===== src/rtl/cpu_pkg.sv =====
// rtl/cpu_pkg.sv - opcode, state and datapath-select encodings for the multicycle sequencer
package cpu_pkg;

  typedef enum logic [2:0] {
    ST_FETCH  = 3'd0,
    ST_DECODE = 3'd1,
    ST_EXEC   = 3'd2,
    ST_MEM    = 3'd3,
    ST_WB     = 3'd4,
    ST_FAULT  = 3'd5
  } state_t;

  localparam logic [5:0] OP_R    = 6'b000000;
  localparam logic [5:0] OP_JR   = 6'b000001;
  localparam logic [5:0] OP_J    = 6'b000010;
  localparam logic [5:0] OP_JAL  = 6'b000011;
  localparam logic [5:0] OP_BEQ  = 6'b000100;
  localparam logic [5:0] OP_ADDI = 6'b001000;
  localparam logic [5:0] OP_LW   = 6'b100011;
  localparam logic [5:0] OP_SW   = 6'b101011;

  localparam logic [1:0] PC_SRC_SEQ    = 2'b00;
  localparam logic [1:0] PC_SRC_BRANCH = 2'b01;
  localparam logic [1:0] PC_SRC_JUMP   = 2'b10;
  localparam logic [1:0] PC_SRC_REG    = 2'b11;

  localparam logic [1:0] ALU_ADD   = 2'b00;
  localparam logic [1:0] ALU_SUB   = 2'b01;
  localparam logic [1:0] ALU_FUNCT = 2'b10;

  // Opcodes that leave DECODE for EXEC rather than completing or faulting there.
  function automatic logic needs_exec(input logic [5:0] op);
    case (op)
      OP_R, OP_BEQ, OP_LW, OP_SW, OP_ADDI: needs_exec = 1'b1;
      default:                             needs_exec = 1'b0;
    endcase
  endfunction

endpackage


===== src/rtl/mc_wait_timer.sv =====
// rtl/mc_wait_timer.sv - saturating memory wait counter; expired once WAIT_MAX idle cycles have elapsed
module mc_wait_timer #(
  parameter int WAIT_MAX = 15
) (
  input  logic clk,
  input  logic rst_n,
  input  logic clear,
  input  logic ready,
  output logic expired
);

  localparam int CW = (WAIT_MAX < 1) ? 1 : $clog2(WAIT_MAX + 1);
  localparam logic [CW-1:0] LIMIT = CW'(WAIT_MAX);

  logic [CW-1:0] count;

  always_ff @(posedge clk or negedge rst_n) begin
    if (!rst_n) begin
      count <= '0;
    end else if (clear) begin
      count <= '0;
    end else if (!ready && (count != LIMIT)) begin
      count <= count + CW'(1);
    end
  end

  assign expired = (count == LIMIT);

endmodule


===== src/rtl/multicycle_sequencer.sv =====
// rtl/multicycle_sequencer.sv - five-stage multicycle control FSM with memory wait timeout and fault trap
module multicycle_sequencer
  import cpu_pkg::*;
#(
  parameter int WAIT_MAX = 15
) (
  input  logic       clk,
  input  logic       rst_n,
  input  logic [5:0] opcode,
  input  logic       zero,
  input  logic       mem_ready,
  output logic       mem_req,
  output logic       mem_we,
  output logic       ir_write,
  output logic       pc_write,
  output logic       reg_write,
  output logic       reg_dst,
  output logic       mem_to_reg,
  output logic       alu_src,
  output logic       jal,
  output logic       retire,
  output logic       fault,
  output logic [1:0] pc_src,
  output logic [1:0] alu_op,
  output logic [2:0] state
);

  state_t     state_q, state_d;
  logic [5:0] op_q;
  logic       retire_q;
  logic       timer_clear;
  logic       timer_expired;

  always_ff @(posedge clk or negedge rst_n) begin
    if (!rst_n) begin
      state_q  <= ST_FETCH;
      op_q     <= '0;
      retire_q <= 1'b0;
    end else begin
      state_q  <= state_d;
      retire_q <= (state_d == ST_FETCH) && (state_q != ST_FETCH);
      if (state_q == ST_DECODE) begin
        op_q <= opcode;
      end
    end
  end

  // Counter only runs while parked in FETCH or MEM; any state change restarts it.
  assign timer_clear = (state_d != state_q) ||
                       !((state_q == ST_FETCH) || (state_q == ST_MEM));

  mc_wait_timer #(
    .WAIT_MAX(WAIT_MAX)
  ) u_wait_timer (
    .clk    (clk),
    .rst_n  (rst_n),
    .clear  (timer_clear),
    .ready  (mem_ready),
    .expired(timer_expired)
  );

  // Strobes are held low while rst_n is asserted so an abandoned instruction cannot touch PC or registers.
  always_comb begin
    state_d    = state_q;
    mem_req    = 1'b0;
    mem_we     = 1'b0;
    ir_write   = 1'b0;
    pc_write   = 1'b0;
    reg_write  = 1'b0;
    reg_dst    = 1'b0;
    mem_to_reg = 1'b0;
    alu_src    = 1'b0;
    jal        = 1'b0;
    fault      = 1'b0;
    pc_src     = PC_SRC_SEQ;
    alu_op     = ALU_ADD;
    if (rst_n) begin
      case (state_q)
        ST_FETCH: begin
          mem_req = 1'b1;
          if (mem_ready) begin
            ir_write = 1'b1;
            pc_write = 1'b1;
            state_d  = ST_DECODE;
          end else if (timer_expired) begin
            state_d = ST_FAULT;
          end
        end
        ST_DECODE: begin
          case (opcode)
            OP_J: begin
              pc_write = 1'b1;
              pc_src   = PC_SRC_JUMP;
              state_d  = ST_FETCH;
            end
            OP_JAL: begin
              pc_write  = 1'b1;
              pc_src    = PC_SRC_JUMP;
              reg_write = 1'b1;
              jal       = 1'b1;
              state_d   = ST_FETCH;
            end
            OP_JR: begin
              pc_write = 1'b1;
              pc_src   = PC_SRC_REG;
              state_d  = ST_FETCH;
            end
            default: state_d = needs_exec(opcode) ? ST_EXEC : ST_FAULT;
          endcase
        end
        ST_EXEC: begin
          case (op_q)
            OP_BEQ: begin
              alu_op   = ALU_SUB;
              pc_src   = PC_SRC_BRANCH;
              pc_write = zero;
              state_d  = ST_FETCH;
            end
            OP_R: begin
              alu_op  = ALU_FUNCT;
              state_d = ST_WB;
            end
            OP_LW, OP_SW: begin
              alu_src = 1'b1;
              state_d = ST_MEM;
            end
            OP_ADDI: begin
              alu_src = 1'b1;
              state_d = ST_WB;
            end
            default: state_d = ST_FAULT;
          endcase
        end
        ST_MEM: begin
          mem_req = 1'b1;
          mem_we  = (op_q == OP_SW);
          if (mem_ready) begin
            state_d = (op_q == OP_SW) ? ST_FETCH : ST_WB;
          end else if (timer_expired) begin
            state_d = ST_FAULT;
          end
        end
        ST_WB: begin
          reg_write  = 1'b1;
          reg_dst    = (op_q == OP_R);
          mem_to_reg = (op_q == OP_LW);
          state_d    = ST_FETCH;
        end
        ST_FAULT: begin
          fault = 1'b1;
        end
        default: state_d = ST_FAULT;
      endcase
    end
  end

  assign retire = retire_q;
  assign state  = state_q;

endmodule


===== config.mk =====
export PLATFORM = sky130hd
export DESIGN_NAME = multicycle_sequencer
export DESIGN_NICKNAME = d
export VERILOG_FILES = /design/src/rtl/cpu_pkg.sv /design/src/rtl/mc_wait_timer.sv /design/src/rtl/multicycle_sequencer.sv
export SDC_FILE = /design/constraint.sdc
export NUM_CORES = 1
export LEC_CHECK = 0
export BUFFER_PORTS_ARGS = -buffer_cell sky130_fd_sc_hd__buf_2
export CAP_MARGIN = 10
export CORE_MARGIN = 1
export CORE_UTILIZATION = 35
export DETAILED_ROUTE_END_ITERATION = 7
export GPL_TIMING_DRIVEN = 0
export HOLD_SLACK_MARGIN = 0.12
export PLACE_DENSITY = 0.6
export SLEW_MARGIN = 10
export SYNTH_ARGS = -nofsm -noshare
export SYNTH_HDL_FRONTEND = slang
export SYNTH_HIERARCHICAL = 1
export SYNTH_SLANG_ARGS = --single-unit

===== constraint.sdc =====
create_clock -name clk -period 4.7 [get_ports clk]
set_clock_uncertainty 0.1 [all_clocks]
set_input_delay 0.47 -clock clk [delete_from_list [all_inputs] [get_ports clk]]
set_output_delay 0.47 -clock clk [all_outputs]
set_load 0.01 [all_outputs]

; ---- Word level (Yosys, flattened, before mapping)
; Index checks and enable logic that the tools add are counted.
[word_totals]
word_cells = 90
input_bits = 10
out_inout_bits = 18
regBits = 14
[op_classes]
n_mux = 47
add_sub_neg = 1
n_reduce_logical = 19
eq_ne = 19
[ops]
columns = operator, n
row1 = two-way mux 1 bit, 28
row2 = == test 6 bit (second input constant), 4
row3 = two-way mux 3 bit, 7
row4 = case mux 3 bit (6 select lines), 1
row5 = == test 6 x 2 -> 1 bit (second input constant), 2
row6 = == test 6 x 3 -> 1 bit (second input constant), 2
row7 = == test 6 x 4 -> 1 bit (second input constant), 2
row8 = zero test 6 bit, 2
row9 = case mux 2 bit (2 select lines), 3
row10 = case mux 3 bit (3 select lines), 1
row11 = two-way mux 4 bit, 2
row12 = OR reduction 2 bit, 4
row13 = == test 3 x 2 -> 1 bit (second input constant), 2
row14 = == test 3 bit (second input constant), 2
row15 = == test 6 x 1 -> 1 bit (second input constant), 1
row16 = zero test 3 bit, 2
row17 = two-way mux 2 bit, 3
row18 = OR reduction 3 bit, 2
row19 = OR reduction 5 bit, 1
row20 = adder 4 x 1 -> 4 bit (second input constant), 1
row21 = == test 4 bit (second input constant), 1
row22 = != test 4 bit (second input constant), 1
row23 = == test 3 x 1 -> 1 bit (second input constant), 1
row24 = != test 3 bit, 1
row25 = other kinds (7), 10

; ---- Logic depth before layout (Yosys ltp)
; Gate-level depths: netlist of run 1.
[logic_depth]
ltp_word = 13
mapped_depth = 7
ltp_nobuf = 7

; ---- By module
; The synthesis of run 1 kept the hierarchy.
[by_module_without_submodules]
columns = module, instances, cells_per_inst, area_per_inst_um2, seq_area_each_um2
row1 = multicycle_sequencer, 1, 100, 812.0, 250.2
row2 = mc_wait_timer, 1, 19, 220.2, 100.1

; ---- Least setup slack after synthesis of run 1
; Ideal clock, no wire load.
[synth_timing]
kind = in2out
from = input rst_n
to = output reg_write
n_path_buf = 1
arrival_ps = 1406
path_stages = 6
setup_slack_ps = 2724
t_required_ps = 4130
path_cell_list = buf_2 nor2b_1 nand3_1 inv_1 nand3_1 o21ai_0
[synth_between]
elab_chain_len = 1
[synth_rtl]
columns = item, line_no
row1 = from (decl), multicycle_sequencer.sv:8  ; input logic rst_n,
row2 = two-way mux 1 bit, multicycle_sequencer.sv:77  ; if (rst_n) begin
row3 = to (decl), multicycle_sequencer.sv:16  ; output logic reg_write,
; Every way passes these cells.

; ---- Final worst setup path of run 1
; Same ends and word-level chain as after synthesis.

==> impl_metrics.yaml, run 1 <==
cts:
  htree_levels: 1
  cts.repair.resized: 0
  cts_root_buffer: "clkbuf_4"
  cts_tree: "yes"
  clockBufferDepth: 2
  cts_buffers: 3
  path_clk_slew_ps: 110
  insertion_delay_ps: 290
  clock-sinks: 14
setup_path:
  crit_start: "rst_n"
  cpMostUsedCell: "buf_2"
  path_class: "in -> out"
  crit-reg2reg-launch: "state[0]$_DFF_PN0_"
  critical_path.max_stage_delay_ps: 520
  crit_slowest_cell: "dlygate4sd3_1"
  crit_buf_inv: 5
  crit_chain: "dlygate4sd3_1 > buf_2 > buf_2 > nor2b_1 > nand3_1 > inv_1 > nand3_1 > o21ai_0 > buf_2"
  end_kind: "output port"
  cp.arrival_ps: 2530
  cp_top_family: "buffers and inverters"
  cp.required_ps: 4130
  r2r_cells: 5
  cp_max_fo: 15
  crit_path_start_kind: "input port"
  cp.depth: 9
sta:
  hold_ws_ps: 348.6
  tightest_slew_ps: 494.6
  final.setup.worst_slack_ps: 1604
  relSlewSlack_pct: 66.90
  fin_crit_sh_pct: 65.87
  max_freq_mhz: 323.0
  finalSetupViolCount: 0
  period_needed_ps: 3096
  slew_violations: 0
  tns_ps: 0
  rsz0062_at_grt: "no"
  hold_viol_final: 0
cells_and_area:
  fin_util_pct: 45.03
  fillers: 305
  finalNetCount: 163
  syn2layout_area_growth_pct: 21.33
  seq_area_um2: 350.3
  multi_input_area_um2: 635.6
  drive_gt1_share_pct: 35.76
  final-instance-count-excl-fill: 182
  design_area_um2: 1252
  n_antenna_cell: 0
place:
  pre_cts_ws_ps: 2122
  globalplace.congestion: 0.8130
  numPortBuffers: 27
  dp_hpwl_um: 1985
  place_area_um2: 1206
  placed_cells: 177
pwr:
  pwr-share-seq_pct: 36.4
  power_density_nw_per_um2: 439.0
  p_sw_uw: 232.6
  clock_power_share_pct: 16.7
  p_int_uw: 317.2
  vdd_ir_drop_max_mv: 0.2637
  comb_power_share_pct: 46.9
  p_leak_nw: 0.5697
  switching_share_pct: 42.31
  power_uw: 549.8
routing:
  via_per_inst: 5.604
  wl_per_cell_um: 14.32
  detail_route.first_pass.iterations: 4
  vias: 1020
  drc: 0
  drtIter0Drc: 37
  ant_nets: 0
  drt-total-wl_um: 2606
yosys:
  synth_nets: 130
  yosysSeqAreaShare_pct: 33.94
  ys_ff_latch: 14
  synthTopCellsByArea: "dfrtp_1 34%, mux2_2 5.5%, nand2_1 4.7%"
  synthFlopType: "dfrtp_1"
  yosysUniqueCellTypes: 40
  yosys-top-cells-count: "14 x dfrtp_1, 13 x nand2_1, 13 x nor2_1, 7 x o21ai_0"
  netlist.area_leader.share_pct: 33.94
  synth_most_common_cell: "dfrtp_1"
  synth_top_area_cell: "dfrtp_1"
  synthArstFlopShare_pct: 100.0
  synth_edf_count: 0
  netlist_instances: 119
  synth_area_um2: 1032
  yosys_warnings: 6
  synth.avg_cell_area_um2: 8.674
global_route:
  track_usage_pct: 16.96
  grt_start_max_net_pins: 16
  grt_pass1_vias: 939
  grt_pass1_wl_um: 4312
  grt_overflow: 0
  antenna_found_initial: 0
outcome:
  outcome: "completed"
die:
  die_h_um: 56.31
  core_um2: 2781
  fp.dieW_um: 56.31
  placementRows: 19
  dieArea_um2: 3170
  start_util_pct: 37.11
  io_pins: 28
worst_hold_path:
  min-delay-start: "opcode[3]"
  whs_path_depth: 3
  min-delay-path-class: "in -> reg"
flow_run:
  max_cap_violations: 0
## area by class of cell
cell class / count / area share [%]
Timing Repair Buffer: 28 / 11.59
Inverter: 6 / 1.798
Tap cell: 31 / 3.097
Multi-Input combinational cell: 94 / 50.75
Sequential cell: 14 / 27.97
Buffer: 5 / 1.898
Clock buffer: 4 / 2.897
## timing repair
item,CTS,global route
hold buffers,1,0
setup endpoints to repair,0,0
hold endpoints to repair,14,0
buffers inserted,0,0
## flip-flops by register name, indices dropped and copies added, names as in the netlist
| register | flops |
|---|---|
| u_wait_timer/count | 4 |
| retire | 1 |
| op_q | 6 |
| state | 3 |
## cells by family after synthesis
logic type / after synthesis / share of synthesized area (%)
simple gates: 57 / 30.43
compound gates: 27 / 20.73
flops: 14 / 33.94
buf+inv: 11 / 4.484
mux: 7 / 7.515
xor+xnor: 2 / 1.697
fa+ha+maj: 1 / 1.212
## cells in the final DEF (no fill, tap or decap), types with 2 or more instances in the layout
master,instances
buf_2,31
dfrtp_1,14
nor2_1,13
nand2_1,13
o21ai_0,7
inv_1,6
nand3_1,6
mux2_2,5
and3_1,4
a21oi_1,4
a211oi_1,4
nor4_2,3
nor2b_1,3
nor3_1,3
clkbuf_4,3
o22ai_1,2
or2_2,2
nand2b_1,2
nor4_1,2
## worst register-to-register path: cells and delay by family, from the launching register on
kind	cells	cell delay, ps
flip-flops	1	350
multiplexers	1	390
buffers and inverters	2	410
AND/OR/NAND/NOR	2	510
## power by group through the flow
stage / Sequential, mW / Clock (mW) / Combinational, mW
finish: 0.200 / 0.0917 / 0.258
global route: 0.206 / 0.101 / 0.287
CTS: 0.200 / 0.0955 / 0.259
detailed placement: 0.203 / 0 / 0.257
global placement: 0.201 / 0 / 0.252
floorplan: 0.201 / 0 / 0.183
## metal layers
layer / track usage [%] / vias to the layer above / part of all wire [%]
met2: 29.08 / 26 / 49
met3: 3.917 / 0 / 4.5
met5: 0 / - / 0
li1: - / 499 / -
met4: 1.394 / 0 / 0
met1: 22.71 / 495 / 47
## worst paths after layout
path,slack (ps),end
hold reg to reg,480,u_wait_timer/count[1]$_DFFE_PN0P_
max in group asynchronous,3730,op_q[1]$_DFFE_PN0P_
setup / recovery,1600,reg_write
setup reg to reg,2820,op_q[1]$_DFFE_PN0P_
min in group asynchronous,500,retire$_DFF_PN0_
hold / removal,350,op_q[3]$_DFFE_PN0P_
Power figures use the tool's default switching activity.
==> inputs of run 2 (changes only) <==
- ABC_AREA: not set -> 1
- PLACE_DENSITY: 0.6 -> 0.62
- clock period: 4.7 -> 2.7 ns (I/O delays scaled with it)
==> impl_metrics.yaml, run 2 <==
die:
  core_um2: 2805
  die_h_um: 56.96
  dieArea_um2: 3244
  fp.dieW_um: 56.96
  io_pins: 28
  start_util_pct: 37.69
  placementRows: 19
cts:
  clock-sinks: 14
  htree_levels: 1
  clockBufferDepth: 2
  cts.repair.resized: 0
  cts_buffers: 3
  insertion_delay_ps: 270
  cts_tree: "yes"
  cts_root_buffer: "clkbuf_4"
  path_clk_slew_ps: 80
routing:
  drc: 2
  ant_nets: 0
  detail_route.first_pass.iterations: 6
  via_per_inst: 5.170
  drt-total-wl_um: 2720
  drtIter0Drc: 65
  wl_per_cell_um: 11.88
  vias: 1184
sta:
  relSlewSlack_pct: 59.12
  period_needed_ps: 2326
  fin_crit_sh_pct: 86.14
  tns_ps: 0
  hold_viol_final: 0
  finalSetupViolCount: 0
  tightest_slew_ps: 611.2
  rsz0062_at_grt: "no"
  max_freq_mhz: 430.0
  slew_violations: 0
setup_path:
  cp_max_fo: 7
  cp.arrival_ps: 1960
  cp.required_ps: 2330
  end_kind: "output port"
  crit_path_start_kind: "flip-flop"
  path_class: "reg -> out"
  crit-reg2reg-launch: "state[0]$_DFF_PN0_"
  r2r_end: "u_wait_timer/count[1]$_DFFE_PN0P_"
  r2r_slack_ps: 550
  r2r_cells: 13
yosys:
  yosys_warnings: 6
  synthArstFlopShare_pct: 100.0
  netlist.area_leader.share_pct: 33.14
  synth_area_um2: 1057
  yosysSeqAreaShare_pct: 33.14
  synth.avg_cell_area_um2: 6.331
  synth_nets: 178
  yosys-top-cells-count: "42 x nand2_1, 32 x nor2_1, 19 x inv_1, 16 x nand3_1, 14 x dfrtp_1"
  synth_most_common_cell: "nand2_1"
  synth_edf_count: 0
  synthFlopType: "dfrtp_1"
  yosysUniqueCellTypes: 26
  netlist_instances: 167
  synth_top_area_cell: "dfrtp_1"
  ys_ff_latch: 14
  synthTopCellsByArea: "dfrtp_1 33%, nand2_1 15%, nor2_1 11%"
global_route:
  antenna_found_initial: 0
  grt_pass1_vias: 960
  grt_pass1_wl_um: 4326
  track_usage_pct: 17.34
  grt_start_max_net_pins: 15
  grt_overflow: 0
pwr:
  p_leak_nw: 0.6883
  p_sw_uw: 436.7
  comb_power_share_pct: 49.5
  vdd_ir_drop_max_mv: 0.3998
  switching_share_pct: 47.71
  pwr-share-seq_pct: 38.1
  clock_power_share_pct: 12.3
  p_int_uw: 478.6
  power_density_nw_per_um2: 724.3
cells_and_area:
  syn2layout_area_growth_pct: 19.53
  n_antenna_cell: 0
  final-instance-count-excl-fill: 229
  largest_register_ffs: 6
  finalNetCount: 211
  final_cell_mix: "42 x nand2_1, 32 x nor2_1, 28 x buf_2"
  fin_util_pct: 45.05
  drive_gt1_share_pct: 23.23
  final_common_cell: "nand2_1"
  regMostFlops: "op_q"
place:
  globalplace.congestion: 0.9190
  dp_hpwl_um: 2166
  numPortBuffers: 27
  placed_cells: 225
outcome:
  violations: "design-rule violations"
  outcome: "finished with violations"
flow_run:
  max_cap_violations: 0
worst_hold_path:
  min-delay-path-class: "in -> reg"
  min-delay-start: "opcode[4]"
  whs_path_depth: 3
  hold_path_end: "op_q[4]$_DFFE_PN0P_"
==> run 2: cell count changes after synthesis, moves of 3 or more <==
cell	before	now
inv_2	0	6
a211oi_1	4	0
inv_1	6	19
nand2_1	13	42
buf_2	4	1
mux2_2	5	0
nand3_1	6	16
nor4_2	3	0
nor2_1	13	32
and3_1	4	0
nand4_1	1	6
nor2b_1	3	0
==> run 2: timing repair <==
| action | in CTS | in global routing |
|---|---|---|
| endpoints found under the setup margin | 0 | 0 |
| hold endpoints to repair | 14 | 0 |
| hold buffers | 1 | 0 |
| setup buffers | 0 | 0 |
==> run 2: critical path, cell delays in order (launching register included) <==
cell and delay, ps:
dfrtp_1 550, inv_2 150, nand3_1 150, nand2_1 100, inv_2 70, nor2_1 40
nand2_1 80, nand3_2 120, nor2_2 150, nand2_1 80, nor2_1 80, buf_2 130
==> run 2: cell families (layout without fill, tap and decap cells) <==
logic type / after synthesis / after routing / synth area share, %
flops: 14 / 14 / 33.14
buf+inv: 27 / 58 / 9.703
simple gates: 111 / 111 / 48.40
fa+ha+maj: 1 / 1 / 1.183
compound gates: 14 / 14 / 7.574
==> run 2: power groups by stage <==
| stage | registers [mW] | logic (mW) | clock network, mW |
|---|---|---|---|
| floorplan | 0.347 | 0.319 | 0 |
| global placement | 0.348 | 0.444 | 0 |
| detailed placement | 0.351 | 0.447 | 0 |
| CTS | 0.348 | 0.450 | 0.119 |
| global route | 0.360 | 0.510 | 0.128 |
| finish | 0.349 | 0.453 | 0.113 |
==> run 2: how the worst max path moves through the flow <==
| stage | start | to | slack [ps] | depth (start not counted) |
|---|---|---|---|---|
| after floorplan | state[1]$_DFF_PN0_ | u_wait_timer/count[3]$_DFFE_PN0P_ | 810 | 13 |
| after global placement | rst_n | pc_src[0] | 510 | 7 |
| after detailed placement | rst_n | pc_src[0] | 510 | 7 |
| after CTS | state[0]$_DFF_PN0_ | mem_to_reg | 380 | 10 |
| after global routing | state[0]$_DFF_PN0_ | reg_write | 180 | 7 |
| final | state[2]$_DFF_PN0_ | reg_dst | 370 | 11 |
==> run 2: area by class of cell <==
type	count	area, um^2
clock buffer	3	22.52
buffer	2	8.758
multi-input combinational	126	604.3
tap	31	38.79
inverter	25	93.84
timing repair buffer	28	145.1
fill	300	1541
sequential	14	350.3
==> run 2: metal layers <==
layer / share of wire (%) / wire, um / vias up / track usage, %
li1: - / - / 602 / -
met1: 50 / 1370 / 518 / 26.72
met2: 41 / 1111 / 60 / 23.87
met3: 7.5 / 203 / 4 / 2.721
met4: 1.3 / 34 / 0 / 7.317
met5: 0 / 0 / - / 0
==> run 2: metrics by stage <==
step,power [mW],instance area [um^2],setup slack [ps],hold slack (ps)
2_1_floorplan,0.6659,1057,805.8,-125.6
3_3_place_gp,0.7927,1231,511.6,84.49
3_5_place_dp,0.7976,1231,511.9,83.41
4_1_cts,0.9164,1264,378.3,157.3
5_1_grt,0.9976,1264,180.6,182.7
6_report,0.9153,1264,374.3,161.5
==> inputs of run 3 (changes only) <==
- CORE_UTILIZATION: 35 -> 46
- PLACE_DENSITY: 0.62 -> 0.77
==> impl_metrics.yaml, run 3 (synthesis results as in run 2) <==
outcome:
  outcome: "completed"
cts:
  htree_levels: 1
  post_cts_buffers: 0
  clock-sinks: 14
  clockBufferDepth: 2
  cts_root_buffer: "clkbuf_4"
  path_clk_slew_ps: 90
  cts_buffers: 3
  insertion_delay_ps: 280
  cts_tree: "yes"
setup_path:
  crit_chain: "inv_2 > nor3_4 > inv_2 > nor2_1 > nand4_1 > o22ai_1 > buf_2"
  cp_max_fo: 10
  crit_slowest_cell: "dfrtp_1"
  crit_path_start_kind: "flip-flop"
  end_kind: "output port"
  cp_top_family: "simple AND/OR/NAND/NOR gates"
  crit-reg2reg-launch: "state[0]$_DFF_PN0_"
  r2r_cells: 13
  path_class: "reg -> out"
  crit_buf_inv: 3
  critical_path.max_stage_delay_ps: 530
  r2r_end: "u_wait_timer/count[1]$_DFFE_PN0P_"
  cp.required_ps: 2330
  r2r_slack_ps: 550
  cpMostUsedCell: "inv_2"
  cp.arrival_ps: 2030
global_route:
  grt_start_max_net_pins: 15
  track_usage_pct: 22.87
  grt_overflow: 0
  antenna_found_initial: 0
  grt_pass1_wl_um: 4340
  grt_pass1_vias: 960
cells_and_area:
  final_common_cell: "nand2_1"
  regMostFlops: "op_q"
  syn2layout_area_growth_pct: 19.05
  fin_util_pct: 61.04
  largest_register_ffs: 6
  finalNetCount: 211
  n_antenna_cell: 0
  design_area_um2: 1259
  drive_gt1_share_pct: 23.23
  final_cell_mix: "42 x nand2_1, 32 x nor2_1, 28 x buf_2"
routing:
  drc: 0
  wl_per_cell_um: 11.72
  detail_route.first_pass.iterations: 4
  ant_nets: 0
  via_per_inst: 5.378
  drtIter0Drc: 49
  vias: 1210
  drt-total-wl_um: 2636
place:
  dp_hpwl_um: 1987
  numPortBuffers: 27
  globalplace.congestion: 0.8998
  place_area_um2: 1226
sta:
  hold_viol_final: 0
  tns_ps: 0
  max_freq_mhz: 415.9
  rsz0062_at_grt: "no"
  tightest_slew_ps: 681.0
  relSlewSlack_pct: 54.45
  period_needed_ps: 2405
  finalSetupViolCount: 0
  fin_crit_sh_pct: 89.06
  slew_violations: 0
pwr:
  vdd_ir_drop_max_mv: 0.5230
  power_density_nw_per_um2: 732.6
  power_uw: 922.1
  p_leak_nw: 0.6883
die:
  fp.dieW_um: 49.94
  core_um2: 2062
  io_pins: 28
  start_util_pct: 51.27
  die_h_um: 49.94
  placementRows: 16
  dieArea_um2: 2494
worst_hold_path:
  min-delay-start: "opcode[4]"
  hold_path_end: "op_q[4]$_DFFE_PN0P_"
  min-delay-path-class: "in -> reg"
  whs_path_depth: 3
flow_run:
  max_cap_violations: 0
## run 3: cell counts in the layout (fill, tap and decap cells not counted)
Identical to the previous run, type by type.
## run 3: area by class of cell
class                   instances  area (um^2)
multi-input cells             126        604.3
plain buffers                   2        8.758
well taps                      27        33.78
fillers                       189        803.3
inverters                      25        93.84
clock buffers                   3        22.52
flip-flops and latches         14        350.3
repair buffers                 28        145.1
## run 3: per-layer routing
layer  wire length, um  track usage, %
met2              1172           34.68
met3               205           4.012
met1              1225           32.95
met5                 0               0
met4                33           6.667
## run 3: how the worst max path moves through the flow
stage / from / end / slack (ps) / depth (start not counted)
floorplan: state[1]$_DFF_PN0_ / u_wait_timer/count[3]$_DFFE_PN0P_ / 810 / 13
global placement: rst_n / pc_src[0] / 560 / 7
detailed placement: rst_n / pc_src[0] / 520 / 7
CTS: state[0]$_DFF_PN0_ / reg_write / 350 / 7
global route: state[0]$_DFF_PN0_ / reg_write / 150 / 7
finish: state[0]$_DFF_PN0_ / reg_write / 300 / 7
## run 3: report_power, final
| group | internal, mW | switching, mW |
|---|---|---|
| clock | 0.0517 | 0.0690 |
| sequential | 0.276 | 0.0726 |
| combinational | 0.150 | 0.302 |
| total | 0.479 | 0.444 |
## run 3: tightest hold or removal path, stage by stage
cell     delay (ps)
buf_2           100
nand2_1          50
o21ai_0          60
## run 3: metrics by stage
stage | instances | hold WS (ps) | worst slack [ps]
global route | 225 | 153.4 | 154.6
CTS | 225 | 132.2 | 347.1
floorplan | 167 | -125.6 | 805.8
detailed placement | 221 | 99.28 | 519.5
global placement | 221 | 88.47 | 561.2
finish | 225 | 131.0 | 295.3
## run 3: what timing repair did
item | in CTS | in global routing
hold endpoints to repair | 14 | 0
resized for setup | 0 | 0
hold buffers | 1 | 0
